==> src/rtl/health_control.sv <==
// Per-fighter hit-point tracker: edge-detected hits, saturating damage,
// post-hit invulnerability window and a timed death-hold pulse per fighter.

module health_channel #(
    parameter int MAX_HP        = 100,
    parameter int HP_W          = 7,
    parameter int DMG_W         = 6,
    parameter int INVULN_FRAMES = 30,
    parameter int DEATH_HOLD    = 60,
    parameter int CNT_W         = 6
) (
    input  logic             Clk,
    input  logic             Reset,
    input  logic             start_l,
    input  logic             battle_l,
    input  logic             hit,
    input  logic [DMG_W-1:0] dmg,
    output logic [HP_W-1:0]  hp,
    output logic             dead,
    output logic             flash,
    output logic [1:0]       state_dbg
);

    typedef enum logic [1:0] {ALIVE, INVULN, DYING, DEAD} fighter_state_t;

    fighter_state_t   state_q, state_d;
    logic [CNT_W-1:0] cnt_q, cnt_d;
    logic [HP_W-1:0]  hp_d;
    logic             hit_q;
    logic             hit_edge;
    logic             accept;

    // A hit is a level from collision logic; only its rising edge counts,
    // and only while the fighter is vulnerable during battle.
    assign hit_edge  = hit & ~hit_q;
    assign accept    = hit_edge & battle_l & ~start_l & (state_q == ALIVE) &
                       (dmg != '0);
    assign state_dbg = state_q;

    always_comb begin
        state_d = state_q;
        cnt_d   = cnt_q;
        hp_d    = hp;
        case (state_q)
            ALIVE: begin
                if (accept) begin
                    if (HP_W'(dmg) >= hp) begin
                        state_d = DYING;
                        hp_d    = '0;
                        cnt_d   = CNT_W'(DEATH_HOLD - 1);
                    end else begin
                        hp_d = hp - HP_W'(dmg);
                        if (INVULN_FRAMES > 0) begin
                            state_d = INVULN;
                            cnt_d   = CNT_W'(INVULN_FRAMES - 1);
                        end
                    end
                end
            end
            INVULN: begin
                if (cnt_q == '0) state_d = ALIVE;
                else             cnt_d   = cnt_q - 1'b1;
            end
            DYING: begin
                if (cnt_q == '0) state_d = DEAD;
                else             cnt_d   = cnt_q - 1'b1;
            end
            DEAD: begin
                hp_d = '0;
            end
            default: begin
                state_d = ALIVE;
            end
        endcase
        // Reload wins over any in-flight hit or running count.
        if (start_l) begin
            state_d = ALIVE;
            cnt_d   = '0;
            hp_d    = HP_W'(MAX_HP);
        end
    end

    always_ff @(posedge Clk or negedge Reset) begin
        if (!Reset) begin
            state_q <= ALIVE;
            cnt_q   <= '0;
            hp      <= HP_W'(MAX_HP);
            hit_q   <= 1'b0;
            dead    <= 1'b0;
            flash   <= 1'b0;
        end else begin
            state_q <= state_d;
            cnt_q   <= cnt_d;
            hp      <= hp_d;
            hit_q   <= hit;
            dead    <= (state_d == DYING);
            flash   <= (state_d == INVULN);
        end
    end

endmodule

module health_control #(
    parameter int MAX_HP        = 100,
    parameter int HP_W          = 7,
    parameter int DMG_W         = 6,
    parameter int INVULN_FRAMES = 30,
    parameter int DEATH_HOLD    = 60,
    parameter int CNT_W         = 6
) (
    input  logic             Clk,
    input  logic             Reset,
    input  logic             start_l,
    input  logic             battle_l,
    input  logic             Player_Hit,
    input  logic [DMG_W-1:0] Player_Dmg,
    input  logic             NPC_Hit,
    input  logic [DMG_W-1:0] NPC_Dmg,
    output logic [HP_W-1:0]  Player_HP,
    output logic [HP_W-1:0]  NPC_HP,
    output logic             Player_Dead,
    output logic             NPC_Dead,
    output logic             Player_Flash,
    output logic             NPC_Flash,
    output logic [1:0]       Player_State,
    output logic [1:0]       NPC_State
);

    health_channel #(
        .MAX_HP(MAX_HP), .HP_W(HP_W), .DMG_W(DMG_W),
        .INVULN_FRAMES(INVULN_FRAMES), .DEATH_HOLD(DEATH_HOLD), .CNT_W(CNT_W)
    ) u_player (
        .Clk(Clk), .Reset(Reset), .start_l(start_l), .battle_l(battle_l),
        .hit(Player_Hit), .dmg(Player_Dmg), .hp(Player_HP),
        .dead(Player_Dead), .flash(Player_Flash), .state_dbg(Player_State)
    );

    health_channel #(
        .MAX_HP(MAX_HP), .HP_W(HP_W), .DMG_W(DMG_W),
        .INVULN_FRAMES(INVULN_FRAMES), .DEATH_HOLD(DEATH_HOLD), .CNT_W(CNT_W)
    ) u_npc (
        .Clk(Clk), .Reset(Reset), .start_l(start_l), .battle_l(battle_l),
        .hit(NPC_Hit), .dmg(NPC_Dmg), .hp(NPC_HP),
        .dead(NPC_Dead), .flash(NPC_Flash), .state_dbg(NPC_State)
    );

endmodule
==> config.mk <==
export PLATFORM = sky130hd
export DESIGN_NAME = health_control
export DESIGN_NICKNAME = d
export VERILOG_FILES = /design/src/rtl/health_control.sv
export SDC_FILE = /design/constraint.sdc
export NUM_CORES = 1
export LEC_CHECK = 0
export CAP_MARGIN = 20
export CORE_MARGIN = 2
export CORE_UTILIZATION = 55
export CTS_CLUSTER_DIAMETER = 80
export DETAILED_ROUTE_END_ITERATION = 10
export PLACE_DENSITY = 0.82
export RECOVER_POWER = 100
export SYNTH_ARGS = -nofsm -noshare
export SYNTH_HDL_FRONTEND = slang
export SYNTH_SLANG_ARGS = --single-unit
export TNS_END_PERCENT = 5
==> constraint.sdc <==
create_clock -name Clk -period 2.5 [get_ports Clk]
set_clock_uncertainty 0.15 [all_clocks]
set_input_delay 0.5 -clock Clk [delete_from_list [all_inputs] [get_ports Clk]]
set_output_delay 0.5 -clock Clk [all_outputs]
set_load 0.01 [all_outputs]
**Word-level counts from Yosys, hierarchy flattened**

Index checks and enable logic that the tools add are counted.

- Word-level logic and storage cells: 91
- Input port bits: 18
- Register bits: 36

- Add/subtract/negate cells: 4
- Mux-type cells: 30
- Reduce and logical (&&, ||, !) cells: 16
- Order comparisons: 2
- Bitwise logic cells: 13
- Equal/unequal tests: 14

Operator list:

| operator | count |
|---|---|
| $mux 6 | 8 |
| $mux 7 | 6 |
| $pmux 7 s2 | 2 |
| $pmux 6 s2 | 2 |
| $mux 2 | 10 |
| $ge 6x7->1 | 2 |
| $sub 7x6->7 | 2 |
| $eq 2x2->1 const B | 6 |
| $logic_not 6->1 | 2 |
| $pmux 2 s3 | 2 |
| $reduce_bool 3->1 | 4 |
| $reduce_bool 6->1 | 2 |
| $sub 6x1->6 const B | 2 |
| $and 1x1->1 | 10 |
| $eq 2x1->1 const B | 4 |
| $ne 3x2->1 const B | 2 |
| $ne 3x3->1 const B | 2 |
| $reduce_and 3->1 | 2 |
| $logic_not 2->1 | 2 |
| $reduce_and 2->1 | 2 |
| $reduce_or 2->1 | 2 |
| $not 1->1 | 3 |

**Depth between registers and ports, before layout**

Gate-level depths: netlist (run 1).

- Word-level depth: 10
- Mapped depth: 8
- Depth with buffers taken out: 8

**Hierarchy**

Synthesis (run 1) repeated with hierarchy kept, for this count alone.

- Cell total of the unflattened synthesis: 292
- Area total of the unflattened synthesis: 2627.5 um^2

Modules (own cells, without submodules):

| module | instances | area each (um^2) | cells each |
|---|---|---|---|
| health_channel | 2 | 1313.8 | 146 |

**Least setup slack after synthesis (run 1)**

Ideal clock, no wire load.

- Path kind: input port to flip-flop
- Start: in NPC_Dmg[3]
- End: reg u_npc.hp[3]
- Path slack: 127 ps
- Library setup time: 96 ps
- Data required time: 2254 ps
- Data arrival time: 2128 ps
- Stages: 7
- Cells stage by stage: inv_1 > ha_1 > and4b_1 > and4_1 > a211oi_1 > nand2b_1 > o31ai_1

- Longest elaborated chain between the ends: 5
- Elaborated cells on any way between the ends: 10
- Classes of those cells: add/sub (1); order compare (1); eq/ne (1); mux (4); bitwise (1); reduce/logical (2)

Ends and longest elaborated chain:

| what | line | text |
|---|---|---|
| start, declared | 118 | `input logic [DMG_W-1:0] NPC_Dmg,` |
| $sub 7x6->7 / $ge 6x7->1 (equally long branches) | 52, 47 |  |
| $mux 7 | 47 | `if (HP_W'(dmg) >= hp) begin` |
| $mux 7 | 46 | `if (accept) begin` |
| $pmux 7 s2 | 44 | `case (state_q)` |
| $mux 7 | 76 | `if (start_l) begin` |
| end signal, assigned | 87 | `hp <= HP_W'(MAX_HP);` |
| end signal, assigned | 94 | `hp <= hp_d;` |
| end, declared | 18 | `output logic [HP_W-1:0] hp,` |

Parallel ways exist; a longest one is shown, timed or not. The select of a mux whose other input is x is not followed.
A chain may end at the register's enable or synchronous reset.

**Worst setup path after layout (run 1)**

- Start: in NPC_Dmg[3]
- End: reg u_npc.cnt_q[2]

- Longest elaborated chain between the ends: 5
- Elaborated cells on any way between the ends: 9
- Classes of those cells: order compare (1); eq/ne (1); mux (4); bitwise (1); reduce/logical (2)

Ends and longest elaborated chain:

| what | line | text |
|---|---|---|
| $ge 6x7->1 | 47 |  |
| $mux 6 | 47 |  |
| $mux 6 | 46 |  |
| $pmux 6 s2 | 44 |  |
| $mux 6 | 76 |  |
| end signal, assigned | 93 | `cnt_q <= cnt_d;` |
| end, declared | 27 | `logic [CNT_W-1:0] cnt_q, cnt_d;` |

Parallel ways exist; a longest one is shown, timed or not. The select of a mux whose other input is x is not followed.

==> results of run 1 <==
==> synthesized netlist by cell type, types with 2 or more instances <==
master     number  share of area [%]
inv_1          33                4.5
dfrtp_1        30                 27
ha_1           22                9.9
nor2_1         21                2.8
a21oi_1        18                3.2
nand2_1        18                2.4
o21ai_0        17                3.1
nor2b_1        12                2.7
o31ai_1        11                3.0
nand2b_1       10                2.3
nor3_1         10                1.8
a211oi_1        8                2.2
nand3_1         7                1.3
dfstp_2         6                5.7
o41ai_1         6                1.9
or2_2           6                1.4
a21o_1          5                1.4
o211ai_1        5                1.4
nor4_1          4               0.90
xnor2_1         4                1.3
buf_4           3               0.81
clkbuf_1        3               0.41
or3_1           3               0.68
a2bb2oi_1       2               0.63
buf_2           2               0.36
fa_1            2                1.4
mux2_2          2               0.81
mux2i_1         2               0.72
nand3b_1        2               0.54
nor3b_1         2               0.54
o21bai_1        2               0.54
o22ai_1         2               0.45
o32ai_1         2               0.63
or4_1           2               0.54
==> how the worst max path moves through the flow <==
stage / from / end / cells past startpoint
2_1_floorplan: NPC_Dmg[3] / u_npc.hp[3] / 7
3_3_place_gp: Player_Dmg[4] / u_player.cnt_q[2] / 8
3_5_place_dp: Player_Dmg[4] / u_player.cnt_q[2] / 8
4_1_cts: NPC_Dmg[4] / u_npc.cnt_q[2] / 8
5_1_grt: Player_Dmg[1] / u_player.hp[0] / 10
6_report: NPC_Dmg[3] / u_npc.cnt_q[2] / 8
==> cells by family (layout without fill, tap and decap cells) <==
| family | Yosys count | after routing | synth area share [%] |
|---|---|---|---|
| compound gates | 97 | 97 | 25.1 |
| buf+inv | 41 | 138 | 6.05 |
| simple gates | 109 | 109 | 21.9 |
| fa+ha+maj | 24 | 24 | 11.4 |
| mux | 4 | 4 | 1.53 |
| flops | 36 | 36 | 32.8 |
| xor+xnor | 4 | 4 | 1.26 |
==> layout make-up <==
| cell class | instances | area share [%] |
|---|---|---|
| Clock buffer | 5 | 1.74 |
| Timing Repair Buffer | 97 | 20.8 |
| Sequential cell | 36 | 22.9 |
| Multi-Input combinational cell | 238 | 48.8 |
| Clock inverter | 3 | 0.474 |
| Tap cell | 67 | 2.12 |
| Inverter | 33 | 3.13 |
==> repair_timing <==
action / CTS / global route
setup endpoints to repair: 17 / 21
buffers inserted: 2 / 1
hold buffers: 0 / 0
gates resized for setup: 16 / 34
cloned: 0 / 0
pin swaps: 7 / 12
==> where the power goes <==
| part | total [mW] | internal (mW) | switching (mW) |
|---|---|---|---|
| combinational | 2.30 | 1.15 | 1.15 |
| sequential | 0.948 | 0.768 | 0.180 |
| clock | 0.425 | 0.194 | 0.231 |
==> worst max-delay path: stages <==
cell and delay [ns]:
clkdlybuf4s50_1 0.49, inv_1 0.06, ha_1 0.29, and4b_1 0.22, and4_4 0.22, a21o_4 0.21, or4_1 0.48, nand3_1 0.09
==> sequential cells by signal (all words and copies together) (netlist names) <==
name,count
u_player.dead,1
u_npc.dead,1
u_player.hp,7
u_npc.flash,1
u_npc.hp,7
u_npc.cnt_q,6
u_npc.state_dbg,2
u_player.flash,1
u_npc.hit_q,1
u_player.state_dbg,2
u_player.hit_q,1
u_player.cnt_q,6
==> metal layers <==
layer  up-vias  global-route usage (%)  part of all wire (%)
met1      1435                    38.5                    41
li1       1351                       -                     -
met4         0                    10.5                   2.6
met2       127                    52.0                    51
met3        28                    4.69                   5.7
met5         -                       0                     0
==> through the flow <==
stage | worst slack [ns] | power, mW
after floorplan | 0.127 | 2.08
after CTS | 0.0113 | 3.47
after global routing | -0.0962 | 3.93
after global placement | -0.314 | 2.88
final | 0.00544 | 3.67
after detailed placement | -0.591 | 2.94
==> results.toml, run 1 <==
[run_status]
status = "finished, violations left"
violations = "max-capacitance violations, max-slew violations"

[layout]
seqCellArea_sq_um = 908
final_util_pct = 82.8
final.fill_count = 276
design_area_sq_um = 3960
drive_gt1_share_pct = 29.9
n_antenna_cell = 0
multi_input_area_sq_um = 1940
layout_commonest_cell = "buf_4"
synthToLayoutAreaGrowth_pct = 42.9
fin_cells = 479
fin_nets = 453
final_cell_mix = "buf_4, inv_1, dfrtp_1"

[place]
place_area_sq_um = 3610
dp_cells = 468
hpwlAfterDp_um = 5550
io_buffers = 39
gp_congestion = 0.943

[worst_setup_path]
path_class = "in2reg"
cp_data_arrival_time_ns = 2.58
reg2reg_slack_ns = 0.20
worstSetupEndpointType = "flip-flop"
r2r_cells = 7
path_max_fanout = 5
rr_startpoint = "u_player.cnt_q[0]"
start_kind = "input port"
worst_ep_required_time_ns = 2.58
r2r_end = "u_player.flash"

[route]
drc = 0
vias = 2941
routed_wl_um = 8310
wl_per_cell_um = 17.3
via_per_inst = 6.14
ant_nets = 0
drtPass1Iterations = 5
drt-initial-drc-count = 237

[yosys]
syn_avg_cell_area_sq_um = 8.80
ys_seq_area_share_pct = 32.8
synth_nets = 357
synth_cell_types = 65
synth_area_sq_um = 2770
synth-seq-cells = 36
dominantRegCellSynth = "dfrtp_1"
ys_async_sr_fraction_pct = 100
yosysWarnings = 0
synth_edf_count = 0
netlist_instances = 315

[clock_tree]
clkSinkCount = 36
cts-root-buf = "clkbuf_8"
clk_pin_slew_ns = 0.08
clk_path_buf_depth = 2
clock_latency_ns = 0.30
cts_tree = "built"
htreeDepth = 2
numCtsBuffers = 5

[sta]
rsz0062_at_grt = "yes"
finalSetupTns_ns = 0
setup_viol = 0
hold_viol = 0
whs_ns = 0.337
finalWorstPathRequiredPeriod_ns = 2.49
finalCritPeriodShare_pct = 99.8
max_slew_margin_pct = -30.4
final-max-slew-violation-count = 37
max_slew.worst_pin.slew_ns = 1.96
fmax_mhz = 401

[floorplanning]
core_area_sq_um = 4790
core.rowCount = 25
die_area_sq_um = 5630
start_util_pct = 57.9
die_h_um = 75
ios = 40
dieWidth_um = 75

[run]
max_cap_viol_count = 1

[global_route]
grt_pass1_wl_um = 13000
overflow = 0
grt_pass1_vias = 2851
antenna_found_initial = 0
grt.total_usage_pct = 30.2
grt_max_degree = 37

[hold_path]
whs_endpoint = "u_player.hp[2]"
min_from = "u_player.hp[2]"
hold_depth = 2
hold_path.class = "reg2reg"

[power]
power_leakage_nw = 1.81
p_per_area_nw_per_um2 = 927
irDropWorstVdd_uv = 518
(Power assumes the default switching activity.)
==> inputs of run 2 (changes only) <==
- CORE_MARGIN: 2 -> 3
- SLEW_MARGIN: not set -> 20
- TNS_END_PERCENT: 5 -> not set
==> results.toml, run 2 (synthesis results as in run 1) <==
[run_status]
status = "finished, violations left"
violations = "max-capacitance violations, max-slew violations"

[place]
gp_congestion = 0.896
place_area_sq_um = 3640
pre_cts_ws_ns = -0.473
io_buffers = 39
hpwlAfterDp_um = 5600
dp_cells = 472

[clock_tree]
cts_tree = "built"
ctsHoldBuffers = 0
htreeDepth = 2
clock_latency_ns = 0.31
numCtsBuffers = 5
clk_path_buf_depth = 2
clkSinkCount = 36
clk_pin_slew_ns = 0.08
cts-root-buf = "clkbuf_8"

[worst_setup_path]
crit_top_cell = "a211oi_2"
rr_startpoint = "u_player.cnt_q[0]"
cp_slowest_cell = "clkdlybuf4s50_1"
critPathLaunch = "NPC_Dmg[4]"
cp_data_arrival_time_ns = 2.53
path_max_fanout = 4
worst_ep_required_time_ns = 2.53
critPathMaxStageDelay_ns = 0.47
start_kind = "input port"
path_class = "in2reg"
path_cells = "clkdlybuf4s50_1, inv_1, ha_1, a21o_1, a211oi_2, a211oi_2, clkbuf_2, a21oi_1, nor4_2"
worstSetupEndpointType = "flip-flop"

[layout]
final.fill_count = 262
design_area_sq_um = 4000
layout_commonest_cell = "buf_4"
drive_gt1_share_pct = 29.5
synthToLayoutAreaGrowth_pct = 44.4
n_antenna_cell = 0
fin_cells = 484
fin_nets = 458
largestRegisters = "u_npc.hp: 7 flops, u_player.hp: 7 flops"
final_cell_mix = "buf_4, inv_1, dfrtp_1"

[floorplanning]
die_h_um = 77
core_area_sq_um = 4790
core.rowCount = 25
die_area_sq_um = 5930
start_util_pct = 57.9
dieWidth_um = 77
ios = 40

[hold_path]
min_from = "u_player.hp[2]"
hold_path.class = "reg2reg"

[route]
drc = 0
routed_wl_um = 8960
drtPass1Iterations = 4
ant_nets = 0
wl_per_cell_um = 18.5
vias = 2995
via_per_inst = 6.19
drt-initial-drc-count = 267

[power]
power_leakage_nw = 1.86
p_per_area_nw_per_um2 = 943
irDropWorstVdd_uv = 497

[sta]
finalWorstPathRequiredPeriod_ns = 2.50
max_slew.worst_pin.slew_ns = 2.05
hold_viol = 0
fmax_mhz = 400
final-max-slew-violation-count = 37
fin_ws_ns = 0.00119
max_slew_margin_pct = -36.5
setup_viol = 0
finalSetupTns_ns = 0
finalCritPeriodShare_pct = 100

[global_route]
grt_max_degree = 37
grt_pass1_vias = 2876
overflow = 0
grt_pass1_wl_um = 13800
grt.total_usage_pct = 28.8
antenna_found_initial = 0

[run]
max_cap_viol_count = 1
run 2: power by group:
part,total [mW],internal (mW),switching (mW)
combinational,2.34,1.15,1.19
clock,0.483,0.252,0.231
sequential,0.951,0.768,0.183
total,3.77,2.17,1.60
run 2: stage by stage:
step,power [mW],utilization [%],hold slack (ns)
finish,3.77,83.7,0.345
global route,4.02,83.7,0.370
CTS,3.55,80.0,0.171
detailed placement,2.95,76.1,0.319
global placement,2.87,76.1,0.311
floorplan,2.08,-,0.0544
run 2: worst paths after layout:
| check | end | slack [ns] | cells past startpoint |
|---|---|---|---|
| max in group asynchronous | u_npc.cnt_q[2] | 0.40 | 1 |
| min reg2reg | u_player.hp[2] | 0.35 | 2 |
| min in group asynchronous | u_player.hp[1] | 0.62 | 1 |
| max | u_npc.flash | 0.001 | 9 |
| min | u_player.hp[2] | 0.35 | 2 |
| max reg2reg | u_player.flash | 0.11 | 7 |
run 2: cell type report:
cell class / instances / area [sq um] / share of cell area, %
Multi-Input combinational cell: 238 / 1930 / 48.3
Sequential cell: 36 / 908 / 22.7
Timing Repair Buffer: 102 / 855 / 21.3
Inverter: 33 / 124 / 3.09
Clock buffer: 8 / 100 / 2.50
Tap cell: 67 / 83.8 / 2.09
run 2: routing by layer:
layer  share of wire [%]  wire [um]  track usage, %
met2                  52       4630            50.6
met5                   0          0               0
met1                  39       3480            34.0
met3                 5.9        525            6.34
met4                 3.6        323            11.2
run 2: what timing repair did:
action | CTS | global route
buffers inserted | 1 | 3
setup endpoints to repair | 12 | 20
pin swaps | 3 | 15
gates resized for setup | 12 | 36
run 2: worst max-delay path, delay by kind of cell:
kind / cells / cell delay [ns]
adder cells (fa/ha/maj): 1 / 0.32
AND/OR/NAND/NOR: 1 / 0.07
AO/OA/AOI/OAI: 4 / 0.97
buffers and inverters: 3 / 0.69
